$ cat config.mk
export PLATFORM = sky130hd
export DESIGN_NAME = fsm_rx_cmd_parser
export DESIGN_NICKNAME = d
export VERILOG_FILES = /design/src/rtl/fsm_rx_cmd_parser.sv
export SDC_FILE = /design/constraint.sdc
export NUM_CORES = 1
export LEC_CHECK = 0
export CORE_AREA = 5 5 248 250
export DETAILED_ROUTE_END_ITERATION = 10
export DIE_AREA = 0 0 253 255
export PLACE_DENSITY = 0.77
export SYNTH_ARGS = -nofsm -noshare
export SYNTH_HDL_FRONTEND = slang
export SYNTH_HIERARCHICAL = 1
export SYNTH_SLANG_ARGS = --single-unit
$ cat constraint.sdc
create_clock -name clk -period 2.1 [get_ports clk]
set_input_delay 0.21 -clock clk [delete_from_list [all_inputs] [get_ports clk]]
set_output_delay 0.21 -clock clk [all_outputs]
set_load 0.005 [all_outputs]
$ cat src/rtl/fsm_rx_cmd_parser.sv
// Command dispatcher: pops FWFT command/data FIFOs and pulses one registered lane per command.
// Optional RXCMD_BROADCAST_EN: an all-ones select drives every lane at once.

module fsm_rx_cmd_parser_lane #(
  parameter int AW = 5,
  parameter int CW = 5,
  parameter int DW = 32
) (
  input  logic          clk,
  input  logic          rst,
  input  logic          i_rd_hit,
  input  logic          i_wr_hit,
  input  logic [AW-1:0] i_addr,
  input  logic [CW-1:0] i_cmd,
  input  logic [DW-1:0] i_data,
  output logic          o_rd_vld,
  output logic          o_wr_vld,
  output logic [AW-1:0] o_addr,
  output logic [CW-1:0] o_cmd,
  output logic [DW-1:0] o_data
);
  logic          r_rd_vld;
  logic          r_wr_vld;
  logic [AW-1:0] r_addr;
  logic [CW-1:0] r_cmd;
  logic [DW-1:0] r_data;

  always_ff @(posedge clk) begin
    if (!rst) begin
      r_rd_vld <= 1'b0;
      r_wr_vld <= 1'b0;
      r_addr   <= '0;
      r_cmd    <= '0;
      r_data   <= '0;
    end else begin
      r_rd_vld <= i_rd_hit;
      r_wr_vld <= i_wr_hit;
      if (i_rd_hit || i_wr_hit) begin
        r_addr <= i_addr;
        r_cmd  <= i_cmd;
      end
      if (i_wr_hit) r_data <= i_data;
    end
  end

  assign o_rd_vld = r_rd_vld;
  assign o_wr_vld = r_wr_vld;
  assign o_addr   = r_addr;
  assign o_cmd    = r_cmd;
  assign o_data   = r_data;
endmodule

module fsm_rx_cmd_parser #(
  parameter int FIFO_DATA_WIDTH     = 32,
  parameter int FIFO_CMD_WIDTH      = 32,
  parameter int CMD_OUTPUT_WIDTH    = 5,
  parameter int MODULE_SELECT_WIDTH = 5,
  parameter int MODULES_CNT         = 13
) (
  input  logic                                                  clk,
  input  logic                                                  rst,
  input  logic [FIFO_CMD_WIDTH-1:0]                             i_cmd,
  input  logic                                                  i_cmd_valid,
  output logic                                                  o_cmd_rd_en,
  input  logic [FIFO_DATA_WIDTH-1:0]                            i_data,
  input  logic                                                  i_data_valid,
  output logic                                                  o_data_rd_en,
  output logic [MODULES_CNT-1:0]                                o_pipeline_read_valid,
  output logic [MODULES_CNT-1:0]                                o_pipeline_write_valid,
  output logic [MODULES_CNT-1:0][MODULE_SELECT_WIDTH-1:0]       o_pipeline_addr,
  output logic [MODULES_CNT-1:0][CMD_OUTPUT_WIDTH-1:0]          o_pipeline_cmd,
  output logic [MODULES_CNT-1:0][FIFO_DATA_WIDTH-1:0]           o_pipeline_data
);
  localparam int S    = MODULE_SELECT_WIDTH;
  localparam int C    = CMD_OUTPUT_WIDTH;
  localparam int USED = 1 + 2*S + C;

  typedef enum logic [1:0] {IDLE, WAIT_DATA, READ_OUT, WRITE_OUT} state_t;

  typedef struct packed {
    logic [S-1:0] addr;
    logic [C-1:0] cmd;
    logic [S-1:0] sel;
  } req_t;

  state_t                     r_state, w_state_nxt;
  req_t                       r_req;
  logic [FIFO_DATA_WIDTH-1:0] r_data;
  logic                       w_cmd_rd_en, w_data_rd_en;
  logic                       w_out_rd, w_out_wr, w_bcast;
  logic [MODULES_CNT-1:0]     w_hit;

  always_ff @(posedge clk) begin
    if (!rst) r_state <= IDLE;
    else      r_state <= w_state_nxt;
  end

  always_comb begin
    w_state_nxt  = r_state;
    w_cmd_rd_en  = 1'b0;
    w_data_rd_en = 1'b0;
    case (r_state)
      IDLE: begin
        w_cmd_rd_en = i_cmd_valid;
        if (i_cmd_valid) w_state_nxt = i_cmd[0] ? WAIT_DATA : READ_OUT;
      end
      WAIT_DATA: begin
        w_data_rd_en = i_data_valid;
        if (i_data_valid) w_state_nxt = WRITE_OUT;
      end
      READ_OUT:  w_state_nxt = IDLE;
      WRITE_OUT: w_state_nxt = IDLE;
      default:   w_state_nxt = IDLE;
    endcase
  end

  // Gated by reset so a word is never consumed on the cycle that abandons a transaction.
  assign o_cmd_rd_en  = rst & w_cmd_rd_en;
  assign o_data_rd_en = rst & w_data_rd_en;

  always_ff @(posedge clk) begin
    if (!rst) begin
      r_req  <= '0;
      r_data <= '0;
    end else begin
      if (o_cmd_rd_en)
        r_req <= '{addr: i_cmd[2*S+C:S+C+1], cmd: i_cmd[S+C:S+1], sel: i_cmd[S:1]};
      if (o_data_rd_en) r_data <= i_data;
    end
  end

  generate
    if (FIFO_CMD_WIDTH > USED) begin : g_unused
      logic w_unused;
      assign w_unused = ^i_cmd[FIFO_CMD_WIDTH-1:USED];
    end
  endgenerate

  assign w_out_rd = (r_state == READ_OUT);
  assign w_out_wr = (r_state == WRITE_OUT);

`ifdef RXCMD_BROADCAST_EN
  assign w_bcast = &r_req.sel;
`else
  assign w_bcast = 1'b0;
`endif

  // Out-of-range selects match no lane, so the command drops silently.
  genvar i;
  generate
    for (i = 0; i < MODULES_CNT; i++) begin : g_lane
      assign w_hit[i] = (r_req.sel == S'(i)) | w_bcast;

      fsm_rx_cmd_parser_lane #(
        .AW(S), .CW(C), .DW(FIFO_DATA_WIDTH)
      ) u_lane (
        .clk      (clk),
        .rst      (rst),
        .i_rd_hit (w_out_rd & w_hit[i]),
        .i_wr_hit (w_out_wr & w_hit[i]),
        .i_addr   (r_req.addr),
        .i_cmd    (r_req.cmd),
        .i_data   (r_data),
        .o_rd_vld (o_pipeline_read_valid[i]),
        .o_wr_vld (o_pipeline_write_valid[i]),
        .o_addr   (o_pipeline_addr[i]),
        .o_cmd    (o_pipeline_cmd[i]),
        .o_data   (o_pipeline_data[i])
      );
    end
  endgenerate
endmodule

* After elaboration in Yosys (flattened, before gate mapping) *
Index checks and enable logic that the tools add are counted.

word-level totals
  bits of input ports = 68
  word-level logic and storage cells = 138
  flip-flop bits (word level) = 621
  output and inout port bits = 574

cells by class
  reductions and logical operators = 17
  muxes and demuxes = 6
  equal/unequal tests = 17
  bitwise logic cells = 28

operator list
  kind                                                              count
  1-bit AND                                                         28
  5-bit by 4-bit == test with 1-bit output (second input constant)  5
  5-bit by 3-bit == test with 1-bit output (second input constant)  4
  1-bit logical OR                                                  13
  5-bit by 2-bit == test with 1-bit output (second input constant)  2
  2-bit 2-to-1 mux                                                  3
  2-bit one-hot mux with 3 select lines                             1
  5-bit by 1-bit == test with 1-bit output (second input constant)  1
  5-bit logical NOT                                                 1
  2-bit == test (second input constant)                             2
  2-bit != test (second input constant)                             2
  2-bit by 1-bit == test with 1-bit output (second input constant)  1
  2-bit logical NOT                                                 1
  1-bit 2-to-1 mux                                                  2
  2-bit AND reduction                                               1
  2-bit OR reduction                                                1

* Longest topological paths before layout *
Gate-level depths: netlist (run 1).

  word-level depth = 3
  gate-level depth with buffers = 7
  depth with buffers taken out = 4

* Cells and area by module *
Netlist (run 1), hierarchy kept.

modules (own cells, without submodules)
  module                  sequential area each (µm²)  cells each  area each (µm²)  instances
  fsm_rx_cmd_parser_lane  880.8                       154         1675.4           13
  fsm_rx_cmd_parser       980.9                       256         2224.6           1

* Worst setup path before layout (run 1) *
No wires, ideal clock.

  path kind = register to register
  start point = register r_req[4] in the netlist's numbering
  end point = register g_lane[3].u_lane.r_data[10]
  setup time = 0.116 ns
  path buffers = 2
  arrival = 1.578 ns
  setup slack = 0.406 ns
  clock period less this slack = 1.694 ns
  stages on the path, launching flop included = 7
  data required time = 1.984 ns
  cell sequence = dfxtp_1 > or4b_1 > nor2_1 > buf_6 > buf_6 > mux2i_1 > nor2b_1

on the way
  cells in the longest elaborated chain, start to end = 2

ends and longest elaborated chain
  what                                      RTL line  text
  start, declared                           87        req_t r_req;
  start signal, assigned                    127       r_req <= '{addr: i_cmd[2*S+C:S+C+1], cmd: i_cmd[S+C:S+1], sel: i_cmd[S:1]};
  5-bit by 2-bit == test with 1-bit output  152       assign w_hit[i] = (r_req.sel == S'(i)) | w_bcast;
  1-bit AND                                 160       .i_wr_hit (w_out_wr & w_hit[i]),
  end signal, assigned                      42        if (i_wr_hit) r_data <= i_data;
  end, declared                             26        logic [DW-1:0] r_data;

Every way passes these cells.
A chain may end at the register's enable or synchronous reset.

* Worst setup path after layout (run 1) *
  start point = register r_req[4] in the netlist's numbering
  end point = register g_lane[8].u_lane.r_data[28]

on the way
  cells in the longest elaborated chain, start to end = 2

ends and longest elaborated chain
  what                                      RTL line
  5-bit by 4-bit == test with 1-bit output  152
  1-bit AND                                 160
  end signal, assigned                      42
  end, declared                             26

Every way passes these cells.

==> results.sh, run 1 <==
export IMPL_outcome="completed"
export IMPL_cp_end_kind="register"
export IMPL_overflow=0
export IMPL_period_minus_slack_ns=2.06
export IMPL_syn_area_um2=24000
export IMPL_final_seq_area_um2=12400
export IMPL_drc_errors=0
export IMPL_finClkSkew_ns=0.0229
export IMPL_routedWlPerCell_um=21.7
export IMPL_dr_pass1_iters=5
export IMPL_grt_max_degree=195
export IMPL_drv_cap=0
export IMPL_hold_start="i_cmd[12]"
export IMPL_synthesis_nets=2326
export IMPL_core_um2=58800
export IMPL_multi_input_area_um2=10300
export IMPL_synth_seq_cells=621
export IMPL_die_y_um=255
export IMPL_cts_tree="done"
export IMPL_rows=89
export IMPL_post_place_ws_ns=0.0939
export IMPL_avgSynthCellArea_um2=10.6
export IMPL_grt_use_met2_pct=39.5
export IMPL_final_layout_size_suffix_gt1_share_pct=7.81
export IMPL_cp_arrival_ns=2.53
export IMPL_clk_pin_slew_ns=0.06
export IMPL_tightest_slew_ns=0.841
export IMPL_vdd_drop_max_mv=0.694
export IMPL_worstHoldPathType="in -> reg"
export IMPL_crit_type="reg -> reg"
export IMPL_grtUsageTotal_pct=23.3
export IMPL_cp_max_fo=8
export IMPL_reg2reg_from="r_req[4]"
export IMPL_finalWirelength_mm=79.9
export IMPL_holdBufCountCts=0
export IMPL_grt_pass1_vias=18800
export IMPL_grt_busiest_layer="met2"
export IMPL_setup_worst_path_start_class="register"
export IMPL_fmax_mhz=485
export IMPL_instances_no_fill=3682
export IMPL_dp_hpwl_mm=56.7
export IMPL_cp_required_ns=2.57
export IMPL_powerDensity_nw_per_um2=729
export IMPL_ys_warn_count=6
export IMPL_fin_nets=2930
export IMPL_drt_initial_drc_count=1096
export IMPL_antenna_found_initial=0
export IMPL_fin_ws_ns=0.0398
export IMPL_utilization_pct=56.5
export IMPL_synthToLayoutAreaGrowth_pct=38.3
export IMPL_slew_viol_final=0
export IMPL_leakagePower_nw=10.6
export IMPL_fin_setup_tns_ns=0
export IMPL_cts_buffers_inserted=66
export IMPL_fillers=4931
export IMPL_cts_sinks=621
export IMPL_timing_final_crit_share_pct=98.1
export IMPL_synth_seq_area_share_pct=51.8
export IMPL_dieArea_um2=64500
export IMPL_ios=642
export IMPL_port_buffers=625
export IMPL_initial_core_util_pct=40.8
export IMPL_final_hold_viol_count=0
export IMPL_vias=18700
export IMPL_ys_types=24
export IMPL_slew_headroom_pct=43.9
export IMPL_antenna_left=0
export IMPL_grt_met1_usage_pct=27.4
export IMPL_cts_buffer_depth=3
export IMPL_synth_cells=2258
export IMPL_via_per_inst=5.07
export IMPL_crit_start="r_req[4]"
export IMPL_grt_met3_usage_pct=6.55
export IMPL_die_x_um=253
export IMPL_clk_latency_ns=0.60
export IMPL_gp_congestion=0.834
export IMPL_rsz0062_at_grt="true"
export IMPL_cts_root_buffer="clkbuf_16"
export IMPL_grt_pass1_wl_mm=116
export IMPL_dp_cells=3565
export IMPL_setup_violations=0
export IMPL_ctsHtreeMaxLevel=3
## timing repair
item,CTS,global route
endpoints found under the hold margin,0,0
resized for setup,8,2
endpoints found under the setup margin,2,8
pin swaps,2,0
setup buffers,2,0
## flip-flops by register name, indices dropped and copies added, names as in the netlist
signal / flops
r_state: 2
g_lane.u_lane/o_wr_vld: 13
g_lane.u_lane/o_cmd: 65
r_data: 32
g_lane.u_lane/o_data: 416
g_lane.u_lane/o_addr: 65
g_lane.u_lane/o_rd_vld: 13
r_req: 15
## layout by cell type, fill, tap and decap left out, types with 3 or more instances in the layout
cell type        instances
nand2_1                225
clkbuf_1                 8
nor2_1                  14
o211ai_1               130
or2_1                   13
clkdlybuf4s50_1        622
dfxtp_1                619
and2_1                  26
nor2b_1                416
buf_12                  27
clkbuf_8                11
clkinvlp_4               4
clkbuf_16               67
buf_4                   71
mux2i_1                463
nand4bb_1                3
clkinv_4                 3
o21ai_1                130
clkinv_2                14
nor2_4                  13
## routing by layer
metal	vias up	wire, um	part of all wire [%]
met5	-	0	0
li1	8829	-	-
met2	739	38300	48
met4	0	3860	4.8
met1	8924	31300	39
met3	186	6470	8.1
## final cells by class
class	instances	share of cell area, %
flip-flops and latches	621	37.5
well taps	773	2.91
clock inverters	28	0.773
multi-input cells	1449	31.1
clock buffers	86	5.60
repair buffers	724	22.1
diodes	1	0.00754
## report_power, final
group / switching, mW / internal, mW / leakage, nW
combinational: 0.470 / 0.365 / 4.56
clock: 4.84 / 6.53 / 1.04
sequential: 0.148 / 11.8 / 5.00
## cell usage after synthesis
cell / count / share of area, %
a21oi_1: 2 / 0.042
o21ai_1: 130 / 2.7
and3b_1: 1 / 0.036
or2_1: 13 / 0.34
or4_4: 1 / 0.047
mux2i_1: 463 / 19
nor3b_2: 1 / 0.052
nand3_1: 1 / 0.021
buf_12: 3 / 0.25
nand2_1: 225 / 3.5
clkbuf_1: 74 / 1.2
nor2b_1: 416 / 11
or4b_1: 3 / 0.13
buf_2: 28 / 0.58
and2_1: 28 / 0.73
buf_4: 15 / 0.47
nor2_1: 27 / 0.42
o211ai_1: 130 / 4.1
dfxtp_1: 621 / 52
nand3b_1: 2 / 0.063
or3b_1: 2 / 0.073
nand2b_1: 1 / 0.026
buf_6: 68 / 3.2
nand4bb_1: 3 / 0.14
## through the flow
stage          power (mW)  hold slack [ns]  cell area (um^2)
2_1_floorplan        12.7            0.347             24000
6_report             24.2            0.182             33200
3_3_place_gp         13.0            0.436             31000
3_5_place_dp         13.1            0.440             31000
5_1_grt              25.0            0.167             33200
4_1_cts              24.4            0.140             33200
## path summary, 6_finish.rpt
path / slack, ns / cells after the start / endpoint
setup / recovery: 0.04 / 5 / g_lane[8].u_lane/o_data[28]
setup reg to reg: 0.04 / 5 / g_lane[8].u_lane/o_data[28]
hold reg to reg: 0.45 / 2 / g_lane[4].u_lane/o_cmd[0]
hold / removal: 0.18 / 3 / r_req[11]
## critical path, stage by stage (launching register included)
cell	delay, ns
dfxtp_1	0.37
or4b_1	0.69
nor2_4	0.28
buf_4	0.27
mux2i_1	0.26
nor2b_1	0.07
## cell families (layout without fill, tap and decap cells)
| family | Yosys count | count (layout) | share of synthesized area [%] |
|---|---|---|---|
| AO/OA/AOI/OAI | 262 | 262 | 6.82 |
| buffers and inverters | 188 | 838 | 5.65 |
| multiplexers | 463 | 463 | 19.3 |
| flip-flops | 621 | 621 | 51.8 |
| AND/OR/NAND/NOR | 724 | 724 | 16.4 |
| other | 0 | 1 | 0 |
Note: power is estimated with default switching activity, not from simulation.
==> run 2: changes to the inputs <==
--- a/config.mk
+++ b/config.mk
@@ -6,6 +6,7 @@
 export NUM_CORES = 1
 export LEC_CHECK = 0
 export CORE_AREA = 5 5 248 250
+export CTS_CLUSTER_SIZE = 20
 export DETAILED_ROUTE_END_ITERATION = 10
 export DIE_AREA = 0 0 253 255
 export PLACE_DENSITY = 0.77
==> results of run 2 <==
Same layout as run 1: the final DEF is identical, and so are final timing and power.
==> run 3: changes to the inputs <==
--- a/config.mk
+++ b/config.mk
@@ -9,7 +9,7 @@
 export CTS_CLUSTER_SIZE = 20
 export DETAILED_ROUTE_END_ITERATION = 10
 export DIE_AREA = 0 0 253 255
-export PLACE_DENSITY = 0.77
+export PLACE_DENSITY = 0.69
 export SYNTH_ARGS = -nofsm -noshare
 export SYNTH_HDL_FRONTEND = slang
 export SYNTH_HIERARCHICAL = 1
==> results.sh, run 3 (synthesized netlist as in run 1, its figures left out) <==
export IMPL_timing_final_crit_share_pct=95.8
export IMPL_reg2reg_from="r_req[4]"
export IMPL_die_y_um=255
export IMPL_antenna_left=0
export IMPL_rsz0062_at_grt="false"
export IMPL_period_minus_slack_ns=2.01
export IMPL_hold_end="r_data[22]"
export IMPL_finClkSkew_ns=0.0185
export IMPL_port_buffers=625
export IMPL_final_hold_viol_count=0
export IMPL_largest_reg_flops=416
export IMPL_initial_core_util_pct=40.8
export IMPL_core_um2=58800
export IMPL_via_per_inst=4.98
export IMPL_outcome="completed"
export IMPL_multi_input_area_um2=10300
export IMPL_drv_cap=0
export IMPL_synthToLayoutAreaGrowth_pct=38.6
export IMPL_overflow=0
export IMPL_hold_depth=3
export IMPL_grt_pass1_wl_mm=116
export IMPL_fin_setup_tns_ns=0
export IMPL_slew_headroom_pct=38.5
export IMPL_final_common_cell="clkdlybuf4s50_1"
export IMPL_fin_nets=2926
export IMPL_die_x_um=253
export IMPL_routedWlPerCell_um=21.7
export IMPL_setup_violations=0
export IMPL_dp_hpwl_mm=56.5
export IMPL_tightest_slew_ns=0.921
export IMPL_slew_viol_final=0
export IMPL_grt_pass1_vias=18100
export IMPL_final_cell_mix="clkdlybuf4s50_1 (622), dfxtp_1 (619), mux2i_1 (463), nor2b_1 (416), nand2_1 (225)"
export IMPL_final_seq_area_um2=12400
export IMPL_antenna_found_initial=5
export IMPL_hold_start="i_data[22]"
export IMPL_vdd_drop_max_mv=0.558
export IMPL_cp_arrival_ns=2.49
export IMPL_grtUsageTotal_pct=23.3
export IMPL_fmax_mhz=497
export IMPL_cp_required_ns=2.58
export IMPL_finalWirelength_mm=79.9
export IMPL_reg2reg_slack_ns=0.09
export IMPL_gp_congestion=0.822
export IMPL_drt_initial_drc_count=806
export IMPL_vias=18300
export IMPL_leakagePower_nw=10.6
export IMPL_utilization_pct=56.6
export IMPL_dieArea_um2=64500
export IMPL_ios=642
export IMPL_final_layout_size_suffix_gt1_share_pct=7.67
export IMPL_reg2reg_depth=5
export IMPL_cts_sinks=621
export IMPL_powerDensity_nw_per_um2=735
export IMPL_rows=89
export IMPL_fillers=4988
export IMPL_cp_max_fo=15
export IMPL_cts_buffer_depth=3
export IMPL_r2r_end="g_lane[2].u_lane/o_data[10]"
export IMPL_cts_tree="done"
export IMPL_cp_end_kind="register"
export IMPL_grt_max_degree=201
export IMPL_dr_pass1_iters=5
export IMPL_clk_pin_slew_ns=0.06
export IMPL_cts_root_buffer="clkbuf_16"
export IMPL_crit_type="reg -> reg"
export IMPL_clk_latency_ns=0.60
export IMPL_worstHoldPathType="in -> reg"
export IMPL_cts_buffers_inserted=66
export IMPL_setup_worst_path_start_class="register"
export IMPL_ctsHtreeMaxLevel=3
export IMPL_drc_errors=0
==> run 3: cell count changes in the layout (fill, tap and decap cells not counted), moves of 3 or more <==
| cell | previous run | this run |
|---|---|---|
| buf_4 | 71 | 65 |
| clkbuf_8 | 11 | 15 |
| clkinv_4 | 3 | 0 |
| clkinvlp_4 | 4 | 1 |
==> run 3: layout make-up <==
type,count,area share [%]
sequential,621,37.4
multi-input combinational,1449,31.1
timing repair buffer,720,22.1
clock buffer,93,5.85
tap,773,2.91
clock inverter,23,0.704
antenna,1,0.00752
==> run 3: worst max-delay path, stage by stage, from the launching register on <==
cell,delay (ns)
dfxtp_1,0.38
or4_4,0.62
nor2_4,0.37
buf_12,0.23
mux2i_1,0.21
nor2b_1,0.07
==> run 3: how the worst max path moves through the flow <==
stage	from	endpoint	slack, ns
floorplan	r_req[4]	g_lane[3].u_lane/o_data[10]	0.41
global placement	r_req[4]	g_lane[4].u_lane/o_data[13]	0.07
detailed placement	r_req[4]	g_lane[4].u_lane/o_data[11]	0.008
CTS	r_req[4]	g_lane[1].u_lane/o_cmd[0]	0.04
global route	r_req[4]	g_lane[2].u_lane/o_data[31]	0.01
finish	r_req[4]	g_lane[2].u_lane/o_data[10]	0.09
==> run 3: power breakdown <==
group	switching, mW	internal, mW
clock network	4.78	6.85
logic	0.456	0.367
registers	0.149	11.8
total	5.39	19.1
==> run 3: what timing repair did <==
item | 4_1_cts | 5_1_grt
hold endpoints to repair | 15 | 0
resized for setup | 5 | 4
pin swaps | 1 | 3
hold buffers | 1 | 0
setup endpoints to repair | 5 | 69
buffers inserted | 2 | 3
==> run 3: per-stage QoR <==
stage                     setup WS (ns)  instances  total power, mW  instance area (um^2)  hold slack (ns)
after floorplan                   0.406       2258             12.7                 24000            0.347
after global placement           0.0668       3557             13.0                 31000            0.436
after detailed placement        0.00832       3557             13.1                 31000            0.442
after CTS                        0.0353       3676             24.7                 33200            0.128
after global routing             0.0101       3679             25.2                 33300            0.147
final                            0.0888       3680             24.4                 33300            0.164
==> run 3: layer usage <==
layer / vias up / share of wire (%) / track usage, %
met5: - / 0.065 / 0
met4: 8 / 4.2 / 8.79
met3: 153 / 7.7 / 7.88
met2: 594 / 49 / 40.4
met1: 8772 / 39 / 26.7
li1: 8806 / - / -
